<file path="src/rtl/dac_tx_spi.sv">
// DAC SPI transmitter: top dac_bits of a signed sample become a 16-bit offset-binary frame, MSB first.
// Two cycles from strobe to the sync_n fall; one pending sample is held, and a newer one overwrites it and sets overrun.
module dac_tx_spi #(
  parameter int cant_bits = 25,
  parameter int dac_bits  = 12,
  parameter int clk_div   = 2
) (
  input  logic                 clk,
  input  logic                 rst,
  input  logic [cant_bits-1:0] y,
  input  logic                 rx_2,
  output logic                 sclk,
  output logic                 sync_n,
  output logic                 sdata,
  output logic                 busy,
  output logic                 overrun,
  output logic                 done
);

  localparam int               DIV_W    = $clog2(2 * clk_div + 1);
  localparam logic [DIV_W-1:0] DIV_HALF = DIV_W'(clk_div);
  localparam logic [DIV_W-1:0] DIV_LAST = DIV_W'(2 * clk_div - 1);
  localparam logic [DIV_W-1:0] DIV_ONE  = DIV_W'(1);
  localparam logic [3:0]       BIT_LAST = 4'd15;

  localparam logic [1:0] IDLE  = 2'd0;
  localparam logic [1:0] LOAD  = 2'd1;
  localparam logic [1:0] SHIFT = 2'd2;
  localparam logic [1:0] GAP   = 2'd3;

  logic [1:0]          state_q, state_d;
  logic [DIV_W-1:0]    div_q, div_d;
  logic [3:0]          bit_q, bit_d;
  logic [15:0]         shift_q, shift_d;
  logic [15:0]         buf_q, buf_d;
  logic                vld_q, vld_d;
  logic                ovr_q, ovr_d;
  logic                sclk_q, sclk_d;
  logic                sync_n_q, sync_n_d;
  logic                sdata_q, sdata_d;
  logic                busy_q, busy_d;
  logic                done_q, done_d;

  logic [dac_bits-1:0] code_w;
  logic [15:0]         frame_w;
  logic                consume_w;
  logic                pending_w;

  // Low sample bits are deliberately truncated; fold them here so they are not flagged as dangling.
  logic unused_y_bits;
  assign unused_y_bits = ^y;

  always_comb begin
    code_w             = y[cant_bits-1 -: dac_bits];
    code_w[dac_bits-1] = ~code_w[dac_bits-1];
    frame_w            = 16'(code_w);
  end

  assign consume_w = (state_q == LOAD);
  // A strobe this cycle is already in the buffer by the time LOAD reads it.
  assign pending_w = vld_q | rx_2;

  always_comb begin
    state_d = state_q;
    div_d   = div_q;
    bit_d   = bit_q;
    shift_d = shift_q;
    case (state_q)
      IDLE: begin
        if (pending_w) state_d = LOAD;
      end
      LOAD: begin
        shift_d = buf_q;
        div_d   = '0;
        bit_d   = '0;
        state_d = SHIFT;
      end
      SHIFT: begin
        if (div_q == DIV_LAST) begin
          div_d = '0;
          if (bit_q == BIT_LAST) begin
            state_d = GAP;
          end else begin
            bit_d   = bit_q + 4'd1;
            shift_d = {shift_q[14:0], 1'b0};
          end
        end else begin
          div_d = div_q + DIV_ONE;
        end
      end
      default: begin
        if (div_q == DIV_LAST) begin
          div_d   = '0;
          state_d = pending_w ? LOAD : IDLE;
        end else begin
          div_d = div_q + DIV_ONE;
        end
      end
    endcase
  end

  always_comb begin
    buf_d = buf_q;
    vld_d = vld_q;
    ovr_d = ovr_q;
    if (consume_w) vld_d = 1'b0;
    if (rx_2) begin
      buf_d = frame_w;
      vld_d = 1'b1;
      if (vld_q && !consume_w) ovr_d = 1'b1;
    end
  end

  // Outputs are registered from next-state values so they switch cleanly on the clk edge.
  always_comb begin
    sclk_d   = !((state_d == SHIFT) && (div_d >= DIV_HALF));
    sync_n_d = (state_d != SHIFT);
    sdata_d  = (state_d == SHIFT) && shift_d[15];
    busy_d   = (state_d != IDLE);
    done_d   = (state_q == SHIFT) && (state_d == GAP);
  end

  always_ff @(posedge clk or negedge rst) begin
    if (!rst) begin
      state_q  <= IDLE;
      div_q    <= '0;
      bit_q    <= '0;
      shift_q  <= '0;
      buf_q    <= '0;
      vld_q    <= 1'b0;
      ovr_q    <= 1'b0;
      sclk_q   <= 1'b1;
      sync_n_q <= 1'b1;
      sdata_q  <= 1'b0;
      busy_q   <= 1'b0;
      done_q   <= 1'b0;
    end else begin
      state_q  <= state_d;
      div_q    <= div_d;
      bit_q    <= bit_d;
      shift_q  <= shift_d;
      buf_q    <= buf_d;
      vld_q    <= vld_d;
      ovr_q    <= ovr_d;
      sclk_q   <= sclk_d;
      sync_n_q <= sync_n_d;
      sdata_q  <= sdata_d;
      busy_q   <= busy_d;
      done_q   <= done_d;
    end
  end

  assign sclk    = sclk_q;
  assign sync_n  = sync_n_q;
  assign sdata   = sdata_q;
  assign busy    = busy_q;
  assign overrun = ovr_q;
  assign done    = done_q;

endmodule

</file>
<file path="config.mk">
export PLATFORM = sky130hd
export DESIGN_NAME = dac_tx_spi
export DESIGN_NICKNAME = d
export VERILOG_FILES = /design/src/rtl/dac_tx_spi.sv
export SDC_FILE = /design/constraint.sdc
export NUM_CORES = 1
export LEC_CHECK = 0
export BUFFER_PORTS_ARGS = -buffer_cell sky130_fd_sc_hd__buf_2
export CORE_ASPECT_RATIO = 1.5
export CORE_MARGIN = 2
export CORE_UTILIZATION = 30
export CTS_CLUSTER_SIZE = 20
export DETAILED_ROUTE_END_ITERATION = 6
export SLEW_MARGIN = 20
export SYNTH_ARGS = -nofsm -noshare
export SYNTH_HDL_FRONTEND = slang
export SYNTH_SLANG_ARGS = --single-unit
</file>
<file path="constraint.sdc">
create_clock -name clk -period 2.1 [get_ports clk]
set_input_delay 0.42 -clock clk [delete_from_list [all_inputs] [get_ports clk]]
set_output_delay 0.42 -clock clk [all_outputs]
set_load 0.05 [all_outputs]
</file>
==> summary.txt, run 1 <==
STA
  • Setup violations, final: 0
  • Slew headroom: 40.5%
  • Worst clock skew: 0.00289 ns
  • Slew @ Worst Pin: ~0.89 ns
  • Setup Total Neg Slack: 0 ns
  • Final min period: ~1.9 ns
  • Final hold slack: slightly below 0.2 ns
  • Tcrit/Tclk final: around nine tenths
  • Fin. max-slew vios: 0
  • Setup ws final: 0.174 ns
  • RSZ-0062 raised after global routing: no
  • Max Clk Rate: ~0.52 GHz
  • Final Hold Viols: 0

Logic synthesis
  • Register bit total from synthesis: 44
  • Largest family of logic cells by synthesized area: multiplexers
  • Post-synth net total: 195
  • Synthesized area: about 2100 um2
  • Simple-gate portion of the synthesized area: around 7.6%
  • Synth unique cells: 40
  • Asr flop ratio synth: between 90% and 100%
  • Cell taking the most area after synthesis: dfrtp_1
  • Syn Inst Count: 161
  • Register area share after synthesis: a little over half
  • Multiplexer share of the synthesized area: between 15 and 20%
  • Compound-Gate Fraction of Synth Area: between 15 and 20%
  • Top cell type's share of synthesized area: 51.3%
  • Ys Warns: 0
  • Post-synth EDFFs: 0
  • Main synth FF type: dfrtp_1
  • Synth area leaders: dfrtp_1 51%, mux2_2 7.7%, mux2_4 6.6%
  • Synth Area per Inst: ~13 um2
  • XOR/XNOR Fraction of Synth Area: 0%
  • Adder-cell area share of the yosys netlist: approximately 3.7%

Clock network
  • Post_cts resized: 0
  • Htree depth: 2
  • Root Buffer: clkbuf_8
  • Num Clock Sinks: 44
  • Cts bufs inserted: 5
  • Post-cts hold buffer count: 0
  • CTS clock-pin slew for the worst setup and hold paths: roughly 0.08 ns
  • Post-CTS Setup Repair Bufs: 0
  • Clk Latency, worst-skew pair: approximately 0.29 ns
  • Clock Path Buffers: 2
  • TritonCTS clock tree: yes

Power
  • Worst VDD drop: around 0.00058 V
  • P_int: between 1 and 1.5 mW
  • Seq pwr share: 54.4%
  • Combinational Power Share: about 4.4%
  • Clock Power Share: 41.1%
  • Sw power: between 300 and 400 uW
  • Leak: between 1 and 1.5 nW
  • PD cells: roughly 690 nW/um2
  • Overall power: approximately 1.6 mW
  • Sw Ratio: just over 20%

Placement
  • Dpl hpwl: about 2500 um
  • Gpl congestion: 0.780
  • DP Worst Slack: approximately 0.22 ns
  • Dpl cell area: approximately 2200 um2
  • Dpl cells: around 260
  • PortBufs: 20

Floorplanning
  • Initial Util: 31.2%
  • Die ar.: 7530 um2
  • Core area: roughly 6600 um2
  • Chip width: ~70 um
  • Boundary pin count: 34
  • Die Ht: around 110 um
  • Rows: 36

Setup path
  • Startpoint types: flip-flop
  • Critical path's top delay family: simple AND/OR/NAND/NOR gates
  • CP Class: reg2reg
  • Max incr delay on CP: ~0.71 ns
  • Worst EP arrival: around 2.2 ns
  • Crit end category: flip-flop
  • Crit Path Max Fanout: 11
  • Critical path buffers and inverters: 1
  • CP max-delay cell: nor2b_1
  • Required @ worst endpoint: 2.34 ns
  • Critical-path cell list: inv_1, ha_1, nand3b_1, nor2b_1, a22o_1, mux2_4

Hold path
  • HP Class: in2async

Global routing
  • First-pass GRT wire length: approximately 6400 um
  • Initial antenna violation count: 0
  • GRT Overall Usage: between 10% and 20%
  • Largest net degree at the start of global routing: 45
  • Final global-route overflow total: 0
  • Vias in the first global route: approximately 1,300

Drt
  • Routed vias: about 1,300
  • Post-DRT Antenna Nets: 0
  • DRT Pass-1 Iters: 5
  • Routed WL: between 3000 and 4000 um
  • Vias per Instance: 4.91
  • Initial DRC count: 73
  • WL/cell: 13.7 um
  • Remaining DRCs: 0

Finish
  • Final nets: between 200 and 250
  • Layout cells sized above 1: between 30% and 40%
  • Antenna cells: 0
  • Area delta synth->final: 15.3%
  • Post-route cell area: roughly 2400 um2
  • Fillers: around 660
  • Final core utilization: 36.0%
  • Fin cells: 263

Job
  • Number of max-cap violations: 0

Outcome
  • Status: finished clean
## cells by family after synthesis
| logic type | Yosys count |
|---|---|
| AOI/OAI and AO/OA | 41 |
| adders and majority gates | 6 |
| buffers and inverters | 20 |
| DFF | 44 |
| muxes | 25 |
| and+or+nand+nor | 25 |
## power by group through the flow
stage / Combinational [mW] / Sequential (mW) / Clock (mW)
floorplan: 0.0355 / 0.905 / 0
global placement: 0.0738 / 0.906 / 0
detailed placement: 0.0757 / 0.907 / 0
CTS: 0.0760 / 0.890 / 0.702
global route: 0.0839 / 0.893 / 0.737
finish: 0.0727 / 0.889 / 0.672
## path summary, 6_finish.rpt
path,slack [ns],depth (start not counted),from,end
max in group asynchronous,1.53,2,rst,bit_q[0]
min in group clk,0.30,2,y[24],buf_q[11]
hold / removal,0.20,2,rst,buf_q[3]
hold reg to reg,0.50,1,overrun,overrun
setup / recovery,0.17,6,state_q[0],shift_q[6]
setup reg to reg,0.17,6,state_q[0],shift_q[6]
## layer usage
metal | part of all wire (%) | vias up | track usage, %
met4 | 1.4 | 0 | 4.45
met3 | 3.3 | 4 | 2.29
met1 | 46 | 632 | 14.3
li1 | - | 629 | -
met2 | 49 | 27 | 17.1
met5 | 0 | - | 0
## sequential cells by signal (all words and copies together), names as in the netlist, 2 cells and up
register  flops
bit_q         4
buf_q        12
div_q         3
state_q       2
shift_q      16
## cells in the mapped netlist, drive strengths merged (2+ instances only)
cell type / n
a21oi: 6
a22o: 12
a22oi: 4
a311oi: 2
and3: 3
buf: 5
clkbuf: 3
dfrtp: 42
dfstp: 2
ha: 6
inv: 12
mux2: 23
mux2i: 2
nand2: 6
nand3: 2
nor2: 5
nor2b: 3
o21ai: 2
o22ai: 6
## cell type report
cell class                 count  area (um2)  area share (%)
clock inverter                 2        38.8            1.64
inverter                      12        45.0            1.90
clock buffer                   6        82.6            3.49
multi-input combinational     97         855            36.1
sequential                    44        1100            46.7
tap                           76        95.1            4.02
timing repair buffer          26         145            6.14
## cell usage in the layout (no fill, tap or decap), drive strengths merged, types with 2 or more instances in the layout
cell    instances
clkbuf          6
inv            12
and3            3
nand3           2
dfstp           2
nor2            5
a22o           12
a21oi           6
a311oi          2
mux2           23
mux2i           2
nor2b           3
a22oi           4
ha              6
nand2           6
dfrtp          42
buf            26
o22ai           6
o21ai           2
## worst reg2reg max path, cell delays in order, from the launching register on
cell and delay (ns):
dfrtp_1 0.40, inv_1 0.10, ha_1 0.17, nand3b_1 0.11, nor2b_1 0.71, a22o_1 0.25, mux2_4 0.14
Power figures use the tool's default switching activity.
==> inputs of run 2 (changes only) <==
- CORE_UTILIZATION: 30 -> 40
==> summary.txt, run 2 (same netlist as run 1, synthesis figures left out) <==
Drt
  • WL/cell: 15.3 um (was 13.7 um)
  • Post-DRT Antenna Nets: 0 (unchanged)
  • DRT Pass-1 Iters: 4 (was 5)
  • Initial DRC count: 28 (was 73)
  • Routed vias: 1,352 (was 1,292)
  • Routed WL: 3840 um (was 3610 um)
  • Vias per Instance: 5.39 (was 4.91)
  • Met3 wire length: 108 um (was 120 um)
  • M1 wire length: 1580 um (was 1680 um)
  • Top sig layer: met4 (unchanged)
  • Metal2 WL: 2060 um (was 1760 um)
  • Remaining DRCs: 0 (unchanged)

Clock network
  • Htree depth: 2 (unchanged)
  • Num Clock Sinks: 44 (unchanged)
  • Clk Latency, worst-skew pair: 0.30 ns (was 0.29 ns)
  • CTS clock-pin slew for the worst setup and hold paths: 0.09 ns (was 0.08 ns)
  • Post-CTS Setup Repair Bufs: 0 (unchanged)
  • Cts bufs inserted: 5 (unchanged)
  • TritonCTS clock tree: yes (unchanged)
  • Root Buffer: clkbuf_8 (unchanged)
  • Clock Path Buffers: 2 (unchanged)

Hold path
  • HP Class: in2async (unchanged)

Global routing
  • Largest net degree at the start of global routing: 25 (was 45)
  • Final global-route overflow total: 0 (unchanged)
  • Vias in the first global route: 1,451 (was 1,331)
  • Initial antenna violation count: 0 (unchanged)
  • First-pass GRT wire length: 6670 um (was 6440 um)
  • GRT Overall Usage: 14.6% (was 10.8%)

Finish
  • Final nets: 218 (was 220)
  • Antenna cells: 0 (unchanged)
  • Register name with the most flops: shift_q (unchanged)
  • Fin cells: 251 (was 263)
  • Regs by FF count: shift_q: 16 flops, buf_q: 12 flops, bit_q: 4 flops (unchanged)
  • Layout cells sized above 1: 34.6% (was 34.8%)
  • Post-route cell area: 2330 um2 (was 2360 um2)
  • Most common cell after layout, fill and taps aside: dfrtp_1 (unchanged)
  • Final core utilization: 47.6% (was 36.0%)
  • Most frequent cells in the layout: 42 x dfrtp_1, 20 x buf_2, 14 x mux2_2, 12 x inv_1, 12 x a22o_1 (unchanged)
  • Max reg flops: 16 (unchanged)
  • Area delta synth->final: 13.5% (was 15.3%)

Power
  • Overall power: 1.54 mW (was 1.63 mW)
  • Worst VDD drop: 0.000387 V (was 0.000581 V)
  • Sw Ratio: 23.3% (was 20.5%)
  • Leak: 1.11 nW (was 1.13 nW)
  • PD cells: 660 nW/um2 (was 691 nW/um2)
  • Combinational Power Share: 5.0% (was 4.4%)
  • Sw power: 357 uW (was 335 uW)
  • P_int: 1.18 mW (was 1.30 mW)
  • Clock Power Share: 37.1% (was 41.1%)
  • Seq pwr share: 57.9% (was 54.4%)

Placement
  • Dpl cell area: 2230 um2 (was 2240 um2)
  • PortBufs: 20 (unchanged)
  • Gpl congestion: 0.772 (was 0.780)
  • Dpl cells: 243 (was 255)
  • DP Worst Slack: 0.141 ns (was 0.216 ns)
  • Dpl hpwl: 2720 um (was 2480 um)

STA
  • Fin. max-slew vios: 0 (unchanged)
  • Slew headroom: 60.8% (was 40.5%)
  • Tcrit/Tclk final: 90.6% (was 91.7%)
  • Worst clock skew: 0.00801 ns (was 0.00289 ns)
  • Final Hold Viols: 0 (unchanged)
  • Setup violations, final: 0 (unchanged)
  • Max Clk Rate: 0.526 GHz (was 0.519 GHz)
  • Final hold slack: 0.0779 ns (was 0.196 ns)
  • Slew @ Worst Pin: 0.588 ns (was 0.891 ns)
  • Setup Total Neg Slack: 0 ns (unchanged)
  • Final min period: 1.90 ns (was 1.93 ns)
  • RSZ-0062 raised after global routing: no (unchanged)
  • Setup ws final: 0.197 ns (was 0.174 ns)

Outcome
  • Status: finished clean (unchanged)

Setup path
  • Crit Path Max Fanout: 7 (was 11)
  • Reg2reg start: state_q[0] (unchanged)
  • CP Class: reg2reg (unchanged)
  • Max incr delay on CP: 0.45 ns (was 0.71 ns)
  • Crit end category: flip-flop (unchanged)
  • Reg2Reg Depth: 7 (was 6)
  • Capture point of the worst reg-to-reg path: busy (was shift_q[6])
  • Reg-to-reg slack, setup: 0.20 ns (was 0.17 ns)
  • CP max-delay cell: dfrtp_1 (was nor2b_1)
  • Worst EP arrival: 2.10 ns (was 2.16 ns)
  • Startpoint types: flip-flop (unchanged)
  • Required @ worst endpoint: 2.29 ns (was 2.34 ns)
  • Critical-path cell list: inv_1, ha_1, buf_4, a21oi_1, o22ai_1, mux2_2, or2_2 (was inv_1, ha_1, nand3b_1, nor2b_1, a22o_1, mux2_4)

Floorplanning
  • Rows: 31 (was 36)
  • Die Ht: 91.7 um (was 105 um)
  • Boundary pin count: 34 (unchanged)
  • Initial Util: 42.0% (was 31.2%)
  • Die ar.: 5730 um2 (was 7530 um2)
  • Chip width: 62.5 um (was 71.5 um)
  • Core area: 4890 um2 (was 6580 um2)

Job
  • Number of max-cap violations: 0 (unchanged)
run 2: changes by cell type in the layout (fill, tap and decap cells not counted), sizes merged:
| cell | before | now |
|---|---|---|
| buf | 26 | 24 |
| clkinvlp | 0 | 2 |
| clkinv | 1 | 0 |
| bufinv | 1 | 0 |
run 2: layout make-up:
cell class                 instances  area [um2]
clock buffer                       6        82.6
clock inverter                     2        15.0
inverter                          12        45.0
timing repair buffer              24         143
multi-input combinational         97         857
sequential                        44        1100
fill                             471        2560
tap                               66        82.6
run 2: routing by layer:
| layer | global-route usage (%) | vias to the layer above |
|---|---|---|
| li1 | - | 623 |
| met3 | 2.82 | 7 |
| met1 | 16.8 | 700 |
| met5 | 0 | - |
| met4 | 7.22 | 0 |
| met2 | 25.5 | 22 |
run 2: how the worst max path moves through the flow:
stage / from / endpoint / slack (ns) / depth (start not counted)
floorplan: state_q[0] / busy / 0.43 / 6
global placement: bit_q[1] / shift_q[4] / 0.18 / 5
detailed placement: bit_q[1] / shift_q[4] / 0.14 / 5
CTS: state_q[0] / shift_q[9] / 0.12 / 6
global route: state_q[0] / busy / 0.08 / 7
finish: state_q[0] / busy / 0.20 / 7
run 2: worst max-delay path: cells and delay by family (launching register included):
family                     cells  cell delay [ns]
adders and majority gates      1             0.23
AOI/OAI and AO/OA              2             0.26
muxes                          1             0.29
and+or+nand+nor                1             0.30
DFF                            1             0.45
buffers and inverters          2             0.27
run 2: power by group through the flow:
| stage | Sequential, mW | Clock (mW) | Combinational [mW] |
|---|---|---|---|
| floorplan | 0.905 | 0 | 0.0355 |
| global placement | 0.905 | 0 | 0.0760 |
| detailed placement | 0.907 | 0 | 0.0799 |
| CTS | 0.890 | 0.584 | 0.0803 |
| global route | 0.893 | 0.614 | 0.0868 |
| finish | 0.889 | 0.570 | 0.0773 |
run 2: timing repair:
action                                  CTS  global route
hold buffers                              0             0
endpoints found under the hold margin     0             0
endpoints found under the setup margin    0            11
resized for setup                         0             1
